<file path="config.mk">
export PLATFORM = sky130hd
export DESIGN_NAME = ps2_key_state_tracker
export DESIGN_NICKNAME = d
export VERILOG_FILES = /design/src/rtl/ps2_key_state_tracker_pkg.sv /design/src/rtl/ps2_key_state_tracker_keymap_lut.sv /design/src/rtl/ps2_key_state_tracker.sv
export SDC_FILE = /design/constraint.sdc
export NUM_CORES = 1
export LEC_CHECK = 0
export ABC_AREA = 1
export ABC_CLOCK_PERIOD_IN_PS = 12350
export CAP_MARGIN = 20
export CORE_UTILIZATION = 55
export CTS_BUF_LIST = sky130_fd_sc_hd__clkbuf_8
export CTS_CLUSTER_DIAMETER = 200
export CTS_CLUSTER_SIZE = 10
export DETAILED_ROUTE_END_ITERATION = 16
export PLACE_DENSITY_LB_ADDON = 0.25
export SETUP_SLACK_MARGIN = 0.2
export SYNTH_ARGS = -nofsm -noshare
export SYNTH_HDL_FRONTEND = slang
export SYNTH_SLANG_ARGS = --single-unit
</file>
<file path="constraint.sdc">
create_clock -name CLOCK_50 -period 12.35 [get_ports CLOCK_50]
set_clock_uncertainty 0.15 [all_clocks]
set_input_delay 1.235 -clock CLOCK_50 [delete_from_list [all_inputs] [get_ports CLOCK_50]]
set_output_delay 1.235 -clock CLOCK_50 [all_outputs]
set_load 0.02 [all_outputs]
</file>
<file path="src/rtl/ps2_key_state_tracker_pkg.sv">
// Shared constants for the PS/2 key tracker: scan-code prefixes, key indices, FSM states.
`timescale 1ns/1ps
package ps2_key_state_tracker_pkg;

    localparam logic [7:0] SC_E0 = 8'hE0;
    localparam logic [7:0] SC_F0 = 8'hF0;
    localparam logic [7:0] SC_E1 = 8'hE1;

    // Pause sends E1 followed by seven more bytes that carry no key meaning
    localparam logic [2:0] PAUSE_SKIP = 3'd7;

    localparam int KEY_SPACEBAR  = 0;
    localparam int KEY_BACKSLASH = 1;
    localparam int KEY_A         = 2;
    localparam int KEY_S         = 3;
    localparam int KEY_D         = 4;
    localparam int KEY_F         = 5;
    localparam int KEY_J         = 6;
    localparam int KEY_K         = 7;
    localparam int KEY_L         = 8;
    localparam int KEY_SEMICOLON = 9;
    localparam int KEY_Q         = 10;
    localparam int KEY_W         = 11;
    localparam int KEY_E         = 12;
    localparam int KEY_R         = 13;
    localparam int KEY_U         = 14;
    localparam int KEY_I         = 15;
    localparam int KEY_O         = 16;
    localparam int KEY_P         = 17;
    localparam int KEY_Z         = 18;
    localparam int KEY_X         = 19;
    localparam int KEY_C         = 20;
    localparam int KEY_V         = 21;
    localparam int KEY_ENTER     = 22;
    localparam int KEY_LSHIFT    = 23;
    localparam int KEY_LCTRL     = 24;
    localparam int KEY_ESC       = 25;
    localparam int KEY_UP        = 26;
    localparam int KEY_DOWN      = 27;
    localparam int KEY_LEFT      = 28;
    localparam int KEY_RIGHT     = 29;
    localparam int KEY_RCTRL     = 30;
    localparam int KEY_RALT      = 31;

    typedef enum logic [2:0] {
        ST_IDLE,
        ST_GOT_E0,
        ST_GOT_F0,
        ST_GOT_E0F0,
        ST_SKIP
    } ps2_state_t;

    // Keyboard housekeeping responses that never belong to a key sequence
    function automatic logic is_ignored(input logic [7:0] code);
        return (code == 8'hAA) || (code == 8'hFA) || (code == 8'hFE) ||
               (code == 8'hEE) || (code == 8'h00) || (code == 8'hFF);
    endfunction

endpackage

</file>
<file path="src/rtl/ps2_key_state_tracker_keymap_lut.sv">
// Combinational keyboard layout: (extended flag, set-2 code) -> (hit, key index).
`timescale 1ns/1ps
module ps2_keymap_lut
    import ps2_key_state_tracker_pkg::*;
#(
    parameter int NUM_KEYS = 32,
    parameter int IDX_W    = $clog2(NUM_KEYS)
) (
    input  logic             ext,
    input  logic [7:0]       code,
    output logic             hit,
    output logic [IDX_W-1:0] idx
);

    logic       found;
    logic [5:0] raw_idx;

    always_comb begin
        found   = 1'b1;
        raw_idx = '0;
        case ({ext, code})
            9'h029: raw_idx = 6'(KEY_SPACEBAR);
            9'h05D: raw_idx = 6'(KEY_BACKSLASH);
            9'h01C: raw_idx = 6'(KEY_A);
            9'h01B: raw_idx = 6'(KEY_S);
            9'h023: raw_idx = 6'(KEY_D);
            9'h02B: raw_idx = 6'(KEY_F);
            9'h03B: raw_idx = 6'(KEY_J);
            9'h042: raw_idx = 6'(KEY_K);
            9'h04B: raw_idx = 6'(KEY_L);
            9'h04C: raw_idx = 6'(KEY_SEMICOLON);
            9'h015: raw_idx = 6'(KEY_Q);
            9'h01D: raw_idx = 6'(KEY_W);
            9'h024: raw_idx = 6'(KEY_E);
            9'h02D: raw_idx = 6'(KEY_R);
            9'h03C: raw_idx = 6'(KEY_U);
            9'h043: raw_idx = 6'(KEY_I);
            9'h044: raw_idx = 6'(KEY_O);
            9'h04D: raw_idx = 6'(KEY_P);
            9'h01A: raw_idx = 6'(KEY_Z);
            9'h022: raw_idx = 6'(KEY_X);
            9'h021: raw_idx = 6'(KEY_C);
            9'h02A: raw_idx = 6'(KEY_V);
            9'h05A: raw_idx = 6'(KEY_ENTER);
            9'h012: raw_idx = 6'(KEY_LSHIFT);
            9'h014: raw_idx = 6'(KEY_LCTRL);
            9'h076: raw_idx = 6'(KEY_ESC);
            9'h175: raw_idx = 6'(KEY_UP);
            9'h172: raw_idx = 6'(KEY_DOWN);
            9'h16B: raw_idx = 6'(KEY_LEFT);
            9'h174: raw_idx = 6'(KEY_RIGHT);
            9'h114: raw_idx = 6'(KEY_RCTRL);
            9'h111: raw_idx = 6'(KEY_RALT);
            default: found = 1'b0;
        endcase
    end

    // Keys beyond a reduced NUM_KEYS are treated as unmapped
    assign hit = found && (int'(raw_idx) < NUM_KEYS);
    assign idx = IDX_W'(raw_idx);

endmodule

</file>
<file path="src/rtl/ps2_key_state_tracker.sv">
// PS/2 set-2 decoder: held-key vector plus a first-word-fall-through press/release event FIFO.
`timescale 1ns/1ps
module ps2_key_state_tracker
    import ps2_key_state_tracker_pkg::*;
#(
    parameter int NUM_KEYS       = 32,
    parameter int EVT_DEPTH      = 8,
    parameter int TIMEOUT_CYCLES = 100000,
    localparam int IDX_W         = $clog2(NUM_KEYS),
    localparam int CNT_W         = $clog2(EVT_DEPTH + 1)
) (
    input  logic                CLOCK_50,
    input  logic                resetn,
    input  logic                clear_all,
    input  logic [7:0]          scan_code,
    input  logic                scan_valid,
    output logic [NUM_KEYS-1:0] key_state,
    output logic                evt_valid,
    input  logic                evt_ready,
    output logic                evt_press,
    output logic [IDX_W-1:0]    evt_index,
    output logic [CNT_W-1:0]    evt_count,
    output logic                overflow
);

    localparam int PTR_W = $clog2(EVT_DEPTH);
    localparam int TO_W  = $clog2(TIMEOUT_CYCLES + 1);

    logic [7:0]          byte_reg;
    logic                byte_valid_reg;
    ps2_state_t          state_reg, state_next;
    logic [2:0]          skip_cnt_reg, skip_cnt_next;
    logic [TO_W-1:0]     to_cnt_reg, to_cnt_next;
    logic [NUM_KEYS-1:0] key_state_reg, key_state_next;

    logic                decode_en, decode_ext, decode_break;
    logic                lut_hit;
    logic [IDX_W-1:0]    lut_idx;
    logic                push_req, push_press;

    logic [IDX_W:0]      mem [EVT_DEPTH];
    logic [PTR_W-1:0]    wr_ptr_reg, rd_ptr_reg;
    logic [CNT_W-1:0]    count_reg;
    logic                overflow_reg;
    logic                fifo_full, do_pop, do_push;

    ps2_keymap_lut #(.NUM_KEYS(NUM_KEYS), .IDX_W(IDX_W)) u_keymap (
        .ext  (decode_ext),
        .code (byte_reg),
        .hit  (lut_hit),
        .idx  (lut_idx)
    );

    always_comb begin
        state_next    = state_reg;
        skip_cnt_next = skip_cnt_reg;
        to_cnt_next   = to_cnt_reg;
        decode_en     = 1'b0;
        decode_ext    = 1'b0;
        decode_break  = 1'b0;
        if (byte_valid_reg) begin
            to_cnt_next = '0;
            if (!is_ignored(byte_reg)) begin
                case (state_reg)
                    ST_IDLE: begin
                        if (byte_reg == SC_E0) begin
                            state_next = ST_GOT_E0;
                        end else if (byte_reg == SC_F0) begin
                            state_next = ST_GOT_F0;
                        end else if (byte_reg == SC_E1) begin
                            state_next    = ST_SKIP;
                            skip_cnt_next = PAUSE_SKIP;
                        end else begin
                            decode_en = 1'b1;
                        end
                    end
                    ST_GOT_E0: begin
                        if (byte_reg == SC_F0) begin
                            state_next = ST_GOT_E0F0;
                        end else if (byte_reg != SC_E0) begin
                            decode_en  = 1'b1;
                            decode_ext = 1'b1;
                            state_next = ST_IDLE;
                        end
                    end
                    ST_GOT_F0: begin
                        decode_en    = 1'b1;
                        decode_break = 1'b1;
                        state_next   = ST_IDLE;
                    end
                    ST_GOT_E0F0: begin
                        decode_en    = 1'b1;
                        decode_ext   = 1'b1;
                        decode_break = 1'b1;
                        state_next   = ST_IDLE;
                    end
                    ST_SKIP: begin
                        skip_cnt_next = skip_cnt_reg - 3'd1;
                        if (skip_cnt_next == 3'd0) begin
                            state_next = ST_IDLE;
                        end
                    end
                    default: state_next = ST_IDLE;
                endcase
            end
        end else if (state_reg != ST_IDLE) begin
            // A half-received prefix is abandoned if the rest never arrives
            if (to_cnt_reg == TO_W'(TIMEOUT_CYCLES - 1)) begin
                state_next  = ST_IDLE;
                to_cnt_next = '0;
            end else begin
                to_cnt_next = to_cnt_reg + 1'b1;
            end
        end
    end

    always_comb begin
        key_state_next = key_state_reg;
        push_req       = 1'b0;
        push_press     = 1'b0;
        if (decode_en && lut_hit) begin
            if (!decode_break && !key_state_reg[lut_idx]) begin
                key_state_next[lut_idx] = 1'b1;
                push_req                = 1'b1;
                push_press              = 1'b1;
            end else if (decode_break && key_state_reg[lut_idx]) begin
                key_state_next[lut_idx] = 1'b0;
                push_req                = 1'b1;
            end
        end
    end

    assign fifo_full = (count_reg == CNT_W'(EVT_DEPTH));
    assign do_pop    = evt_ready && (count_reg != '0);
    assign do_push   = push_req && (!fifo_full || do_pop);

    always_ff @(posedge CLOCK_50 or negedge resetn) begin
        if (!resetn) begin
            byte_reg       <= '0;
            byte_valid_reg <= 1'b0;
            state_reg      <= ST_IDLE;
            skip_cnt_reg   <= '0;
            to_cnt_reg     <= '0;
            key_state_reg  <= '0;
            wr_ptr_reg     <= '0;
            rd_ptr_reg     <= '0;
            count_reg      <= '0;
            overflow_reg   <= 1'b0;
        end else if (clear_all) begin
            byte_reg       <= '0;
            byte_valid_reg <= 1'b0;
            state_reg      <= ST_IDLE;
            skip_cnt_reg   <= '0;
            to_cnt_reg     <= '0;
            key_state_reg  <= '0;
            wr_ptr_reg     <= '0;
            rd_ptr_reg     <= '0;
            count_reg      <= '0;
            overflow_reg   <= 1'b0;
        end else begin
            byte_reg       <= scan_code;
            byte_valid_reg <= scan_valid;
            state_reg      <= state_next;
            skip_cnt_reg   <= skip_cnt_next;
            to_cnt_reg     <= to_cnt_next;
            key_state_reg  <= key_state_next;
            if (do_push) begin
                wr_ptr_reg <= wr_ptr_reg + 1'b1;
            end
            if (do_pop) begin
                rd_ptr_reg <= rd_ptr_reg + 1'b1;
            end
            if (do_push && !do_pop) begin
                count_reg <= count_reg + 1'b1;
            end else if (do_pop && !do_push) begin
                count_reg <= count_reg - 1'b1;
            end
            if (push_req && !do_push) begin
                overflow_reg <= 1'b1;
            end
        end
    end

    // Storage needs no reset: entries are only observed while counted as valid
    always_ff @(posedge CLOCK_50) begin
        if (do_push && !clear_all) begin
            mem[wr_ptr_reg] <= {push_press, lut_idx};
        end
    end

    assign key_state = key_state_reg;
    assign evt_valid = (count_reg != '0);
    assign evt_press = mem[rd_ptr_reg][IDX_W];
    assign evt_index = mem[rd_ptr_reg][IDX_W-1:0];
    assign evt_count = count_reg;
    assign overflow  = overflow_reg;

endmodule

</file>
==> impl_metrics.py, run 1 <==
metrics = {
    "sta": {
        "grt_setup_unrepaired": "no",
        "fin_crit_sh": 0.494,
        "hold-worst-slack_ps": 355,
        "timing_hold_violations_final": 0,
        "fin_ws_ps": 6250,
        "max_freq_mhz": 164,
        "finalSetupViolCount": 0,
        "period_minus_slack_ps": 6100,
        "worstMarginPinSlew_ps": 1170,
        "fin_setup_tns_ps": 0,
        "max-slew-margin-rel": 0.215,
        "drv_slew": 0,
    },
    "setup_path": {
        "rr_startpoint": "byte_reg[5]",
        "cp_max_fo": 47,
        "critPathLaunchType": "flip-flop",
        "crit_arrival_ps": 6010,
        "cp-end-kind": "flip-flop",
        "critPathRequiredTime_ps": 12260,
        "worstSetupStartpoint": "byte_reg[5]",
        "worst-setup-path-type": "flip-flop to flip-flop",
    },
    "route": {
        "drt-total-wl_mm": 17.5,
        "wl_per_cell_um": 15.2,
        "firstDrtPassIters": 5,
        "wl_met3_mm": 1.46,
        "drt_iter0_markers": 675,
        "wl_met2_mm": 7.84,
        "via_count": 6427,
        "post_drt_via_cell_ratio": 5.57,
        "drc": 0,
        "top_layer": "met4",
        "ant_nets": 0,
        "wirelength_met1_mm": 7.87,
    },
    "finish": {
        "largest_reg_flops": 48,
        "num_antenna_cells": 0,
        "finalNetCount": 991,
        "drive_above_1_share": 0.0703,
        "area_growth_pct": 14.5,
        "final_cell_area_mm2": 0.00813,
    },
    "cts": {
        "cts_max_path_buffers": 2,
        "ctsHoldBuffers": 0,
        "cts_root_buffer": "clkbuf_8",
        "cts_tree": "built",
        "cts.htree.levels": 4,
        "clkLatencyLatePin_ps": 450,
        "ctsResizeCount": 0,
        "path_clk_slew_ps": 70,
        "cts_buffers": 17,
        "cts_sinks": 123,
        "cts_setup_buffers": 0,
    },
    "synthesis": {
        "yosysMostFrequentCell": "nand2_1",
        "yosys-top-cells-area": "dfrtp_1 (26%), edfxtp_1 (20%), nand2_1 (8.7%)",
        "synth_ff_type": "dfrtp_1",
        "synth_cell_types": 48,
        "synth-warning-count": 0,
        "async_flop_share": 0.610,
        "syn_avg_cell_area_um2": 7.73,
        "synth-edff-count": 48,
        "yosys-top-cells-count": "nand2_1 (165), nor2_1 (139), inv_1 (123)",
        "yosysSeqAreaShare": 0.467,
        "yosys.area.top_type": "dfrtp_1",
        "syn_inst": 919,
        "yosysTopAreaCellShare": 0.264,
        "synth_seq_cells": 123,
        "synth_nets": 942,
        "synthesis.area_mm2": 0.00710,
    },
    "global_route": {
        "grt_max_degree": 76,
        "grt_use_total": 0.280,
        "grt_pass1_wl_mm": 28.6,
        "overflow": 0,
        "grt_pass1_vias": 5770,
        "grt_antenna_before_repair": 0,
    },
    "floorplanning": {
        "die_area_mm2": 0.0134,
        "fp.dieW_um": 116,
        "rows": 41,
        "pin_count": 57,
        "die_h_um": 116,
        "core_area_mm2": 0.0126,
        "start_util": 0.563,
    },
    "power_and_ir_drop": {
        "cellLeakagePower_nw": 3.47,
        "pwr-share-clk": 0.323,
        "ir_worst_vdd_mv": 0.0552,
        "p_sw_uw": 346,
        "combPwrFrac": 0.241,
        "p_sw_frac": 0.326,
        "p_int_uw": 718,
        "power_density_mw_per_mm2": 131,
        "pwr-share-seq": 0.436,
    },
    "placement": {
        "portBuffers": 56,
        "place_area_mm2": 0.00772,
        "gp_congestion": 0.963,
        "place_ws_ps": 5830,
        "place_hpwl_mm": 12.4,
    },
    "run": {
        "drv_cap": 0,
    },
    "min_path": {
        "hp-class": "flip-flop to flip-flop",
        "min_from": "overflow",
    },
    "outcome": {
        "status": "complete, no violations",
    },
}
-- power by group through the flow --
stage	Sequential [mW]	Clock (mW)	Combinational, mW
after floorplan	0.464	0	0.170
after global placement	0.471	0	0.247
after detailed placement	0.472	0	0.253
after CTS	0.464	0.348	0.254
after global routing	0.467	0.366	0.286
final	0.463	0.344	0.257
-- worst paths after layout --
kind                            slack [ps]  cells after the start       endpoint
min in group asynchronous              780                      1  key_state[24]
worst min-delay path                   360                      1       overflow
worst max-delay path                  6250                     26      mem[2][2]
max in group asynchronous            10640                      1  wr_ptr_reg[1]
worst min register to register         360                      1       overflow
worst max register to register        6250                     26      mem[2][2]
-- cell type report --
class	instances	area (µm²)
inverters	132	500
clock buffers	18	248
repair buffers	60	597
well taps	172	215
flip-flops and latches	123	3320
fillers	1125	4490
multi-input cells	634	3120
clock inverters	14	133
-- critical path: stages (launching register included) --
cell	delay [ps]
dfrtp_1	450
nand2_2	150
inv_2	40
nand2_1	70
nand2_1	60
nand2_1	70
nand2_2	60
nor2_4	180
nand3_2	640
inv_4	450
nand3_1	190
nand3_1	120
nor2_2	50
nand2_2	480
o21ai_1	110
nand2_1	90
nand2_1	60
nand2_1	50
nand2_1	70
nor2_1	130
nand3_1	90
ha_1	320
inv_1	80
nand4_2	200
nor2_1	250
nand2_1	170
nor3_1	920
-- logic make-up (layout without fill, tap and decap cells) --
logic type / Yosys count / after routing / share of synthesized area
xor+xnor: 4 / 4 / 0.00493
compound gates: 206 / 206 / 0.164
flops: 123 / 123 / 0.467
buf+inv: 162 / 224 / 0.0934
fa+ha+maj: 10 / 10 / 0.0187
simple gates: 414 / 414 / 0.252
-- stage by stage --
step	instances	power (mW)	utilization
4_1_cts	1150	1.07	0.642
3_5_place_dp	1118	0.726	0.612
2_1_floorplan	919	0.634	-
6_report	1153	1.06	0.644
5_1_grt	1153	1.12	0.644
3_3_place_gp	1117	0.719	0.611
-- layer usage --
layer	track usage	vias to the layer above
met5	0	-
met4	0.0932	0
met1	0.401	2956
met3	0.0560	33
met2	0.429	273
li1	-	3165
-- placed cells by master, fill, tap and decap left out, types with 2 or more instances in the layout --
cell	n
nand2_1	165
nor2_1	139
inv_1	126
o21ai_0	97
dfrtp_1	75
clkdlybuf4s50_1	55
edfxtp_1	48
nand3_1	37
nor3_1	31
o21ai_1	29
a21oi_1	24
o211ai_1	18
clkbuf_8	18
nand2_2	11
nand4_1	11
a31oi_1	11
o22ai_1	10
ha_1	9
inv_2	7
o311ai_0	5
clkinvlp_4	5
nor2_2	4
nor4_1	4
nor2_4	3
xor2_1	3
clkinv_2	3
nand3_2	2
inv_4	2
nand4_2	2
a32o_1	2
bufinv_16	2
buf_4	2
(Power assumes the default switching activity.)
==> run 2: changes to the inputs <==
ABC_CLOCK_PERIOD_IN_PS = 5150   (was 12350)
clock period = 5.15 ns   (was 12.35 ns; I/O delays follow)
==> run 2 against run 1 <==
  * Critical path type unchanged
  * Via count up 1.7%
  * Wire length increased by 2.3%
  * Final area increased by 2.6%
  * Flip-flop and latch count is the same
  * Register-to-register slack got worse by 5700 ps
  * Total power increased by 140%
  * Critical path depth is 3 higher
  * Sequential power grew 140%
  * Sequential share of layout area shrank 1.1 points
==> impl_metrics.py, run 2 (synthesis results as in run 1) <==
metrics = {
    "setup_path": {
        "slowest_stage": "dfrtp_1",
        "rr_worst_depth": 29,
        "rr_startpoint": "state_reg[2]",
        "crit_arrival_ps": 4760,
        "worst-setup-path-type": "flip-flop to flip-flop",
        "cp-end-kind": "flip-flop",
        "cp_max_fo": 16,
        "critPathLaunchType": "flip-flop",
        "ff2ff_setup_slack_ps": 600,
        "critPathRequiredTime_ps": 5360,
        "r2r_end": "evt_count[3]",
        "max_stage_delay_ps": 410,
        "crit_top_cell": "nand2_1",
    },
    "route": {
        "via_count": 6537,
        "drt-total-wl_mm": 17.9,
        "ant_nets": 0,
        "drc": 0,
        "post_drt_via_cell_ratio": 5.57,
        "firstDrtPassIters": 5,
        "drt_iter0_markers": 750,
        "wl_per_cell_um": 15.3,
    },
    "floorplanning": {
        "die_h_um": 116,
        "fp.dieW_um": 116,
        "die_area_mm2": 0.0134,
        "core_area_mm2": 0.0126,
        "rows": 41,
        "pin_count": 57,
        "start_util": 0.563,
    },
    "cts": {
        "cts_tree": "built",
        "path_clk_slew_ps": 80,
        "cts.htree.levels": 4,
        "cts_buffers": 17,
        "cts_root_buffer": "clkbuf_8",
        "cts_sinks": 123,
        "ctsHoldBuffers": 0,
        "cts_max_path_buffers": 2,
        "clkLatencyLatePin_ps": 460,
    },
    "finish": {
        "num_antenna_cells": 0,
        "area_growth_pct": 17.5,
        "finalNetCount": 1012,
        "largest_reg_flops": 48,
        "utilization": 0.661,
        "mostFrequentLayoutCells": "nand2_1 (165), nor2_1 (137), inv_1 (122)",
        "num-fill-cells": 1145,
        "final_common_cell": "nand2_1",
        "drive_above_1_share": 0.0958,
    },
    "sta": {
        "finalSetupViolCount": 0,
        "period_minus_slack_ps": 4550,
        "max_freq_mhz": 220,
        "drv_slew": 0,
        "grt_setup_unrepaired": "no",
        "timing_hold_violations_final": 0,
        "fin_ws_ps": 599,
        "worstMarginPinSlew_ps": 942,
        "fin_crit_sh": 0.884,
        "hold-worst-slack_ps": 19.9,
        "fin_setup_tns_ps": 0,
        "max-slew-margin-rel": 0.372,
    },
    "power_and_ir_drop": {
        "power_density_mw_per_mm2": 312,
        "p_sw_uw": 881,
        "combPwrFrac": 0.239,
        "p_int_mw": 1.73,
        "ir_worst_vdd_mv": 0.300,
        "cellLeakagePower_nw": 3.58,
        "p_sw_frac": 0.338,
        "pwr-share-clk": 0.334,
        "pwr-share-seq": 0.427,
    },
    "global_route": {
        "overflow": 0,
        "grt_pass1_wl_mm": 29.1,
        "grt_pass1_vias": 5856,
        "grt_max_degree": 76,
        "grt_use_total": 0.287,
        "grt_antenna_before_repair": 0,
    },
    "placement": {
        "place_hpwl_mm": 12.8,
        "place_ws_ps": 225,
        "gp_congestion": 0.949,
        "portBuffers": 56,
    },
    "outcome": {
        "status": "complete, no violations",
    },
    "min_path": {
        "hp-class": "input port to async pin",
    },
    "run": {
        "drv_cap": 0,
    },
}
run 2: cell count changes in the layout (fill, tap and decap cells not counted), moves of 2 or more:
cell / before / now
buf_4: 2 / 24
clkinvlp_4: 5 / 1
inv_6: 1 / 6
clkinv_4: 0 / 3
nor2_1: 139 / 137
inv_1: 126 / 122
nand2_2: 11 / 9
run 2: power by group through the flow:
stage / logic (mW) / clock network, mW / registers (mW)
final: 0.622 / 0.872 / 1.11
after global routing: 0.695 / 0.925 / 1.12
after CTS: 0.616 / 0.887 / 1.11
after detailed placement: 0.614 / 0 / 1.13
after global placement: 0.601 / 0 / 1.13
after floorplan: 0.408 / 0 / 1.11
run 2: worst max path at each step:
stage	from	end	slack (ps)
2_1_floorplan	byte_reg[5]	mem[0][0]	1060
3_3_place_gp	byte_reg[2]	evt_count[3]	290
3_5_place_dp	byte_reg[5]	evt_count[3]	230
4_1_cts	byte_reg[5]	evt_count[3]	210
5_1_grt	byte_reg[5]	evt_count[3]	230
6_report	state_reg[2]	evt_count[3]	600
run 2: what timing repair did:
| action | 4_1_cts | 5_1_grt |
|---|---|---|
| endpoints found under the setup margin | 0 | 85 |
| gates resized for setup | 0 | 10 |
| buffers inserted | 0 | 6 |
run 2: area by class of cell:
| cell class | count | area, µm² | share of cell area |
|---|---|---|---|
| Timing Repair Buffer | 80 | 742 | 0.0889 |
| Tap cell | 172 | 215 | 0.0258 |
| Inverter | 132 | 503 | 0.0603 |
| Multi-Input combinational cell | 635 | 3170 | 0.380 |
| Clock inverter | 15 | 163 | 0.0195 |
| Sequential cell | 123 | 3320 | 0.398 |
| Clock buffer | 17 | 234 | 0.0280 |
run 2: layer usage:
| layer | share of wire | GRT usage | routed length (µm) |
|---|---|---|---|
| met5 | 0 | 0 | 0 |
| met4 | 0.017 | 0.110 | 310 |
| met3 | 0.076 | 0.0638 | 1360 |
| met2 | 0.46 | 0.440 | 8180 |
| met1 | 0.45 | 0.400 | 8080 |
run 2: critical path: cells and delay by family (launching register included):
family,cells,cell delay (ps)
AOI/OAI and AO/OA,2,320
and+or+nand+nor,20,2190
DFF,1,410
adders and majority gates,2,640
buffers and inverters,5,730
run 2: through the flow:
stage,cells,area [µm²],power [mW]
detailed placement,1134,7840,1.75
global placement,1134,7840,1.73
global route,1174,8350,2.74
CTS,1166,8240,2.61
finish,1174,8350,2.61
floorplan,919,7100,1.52
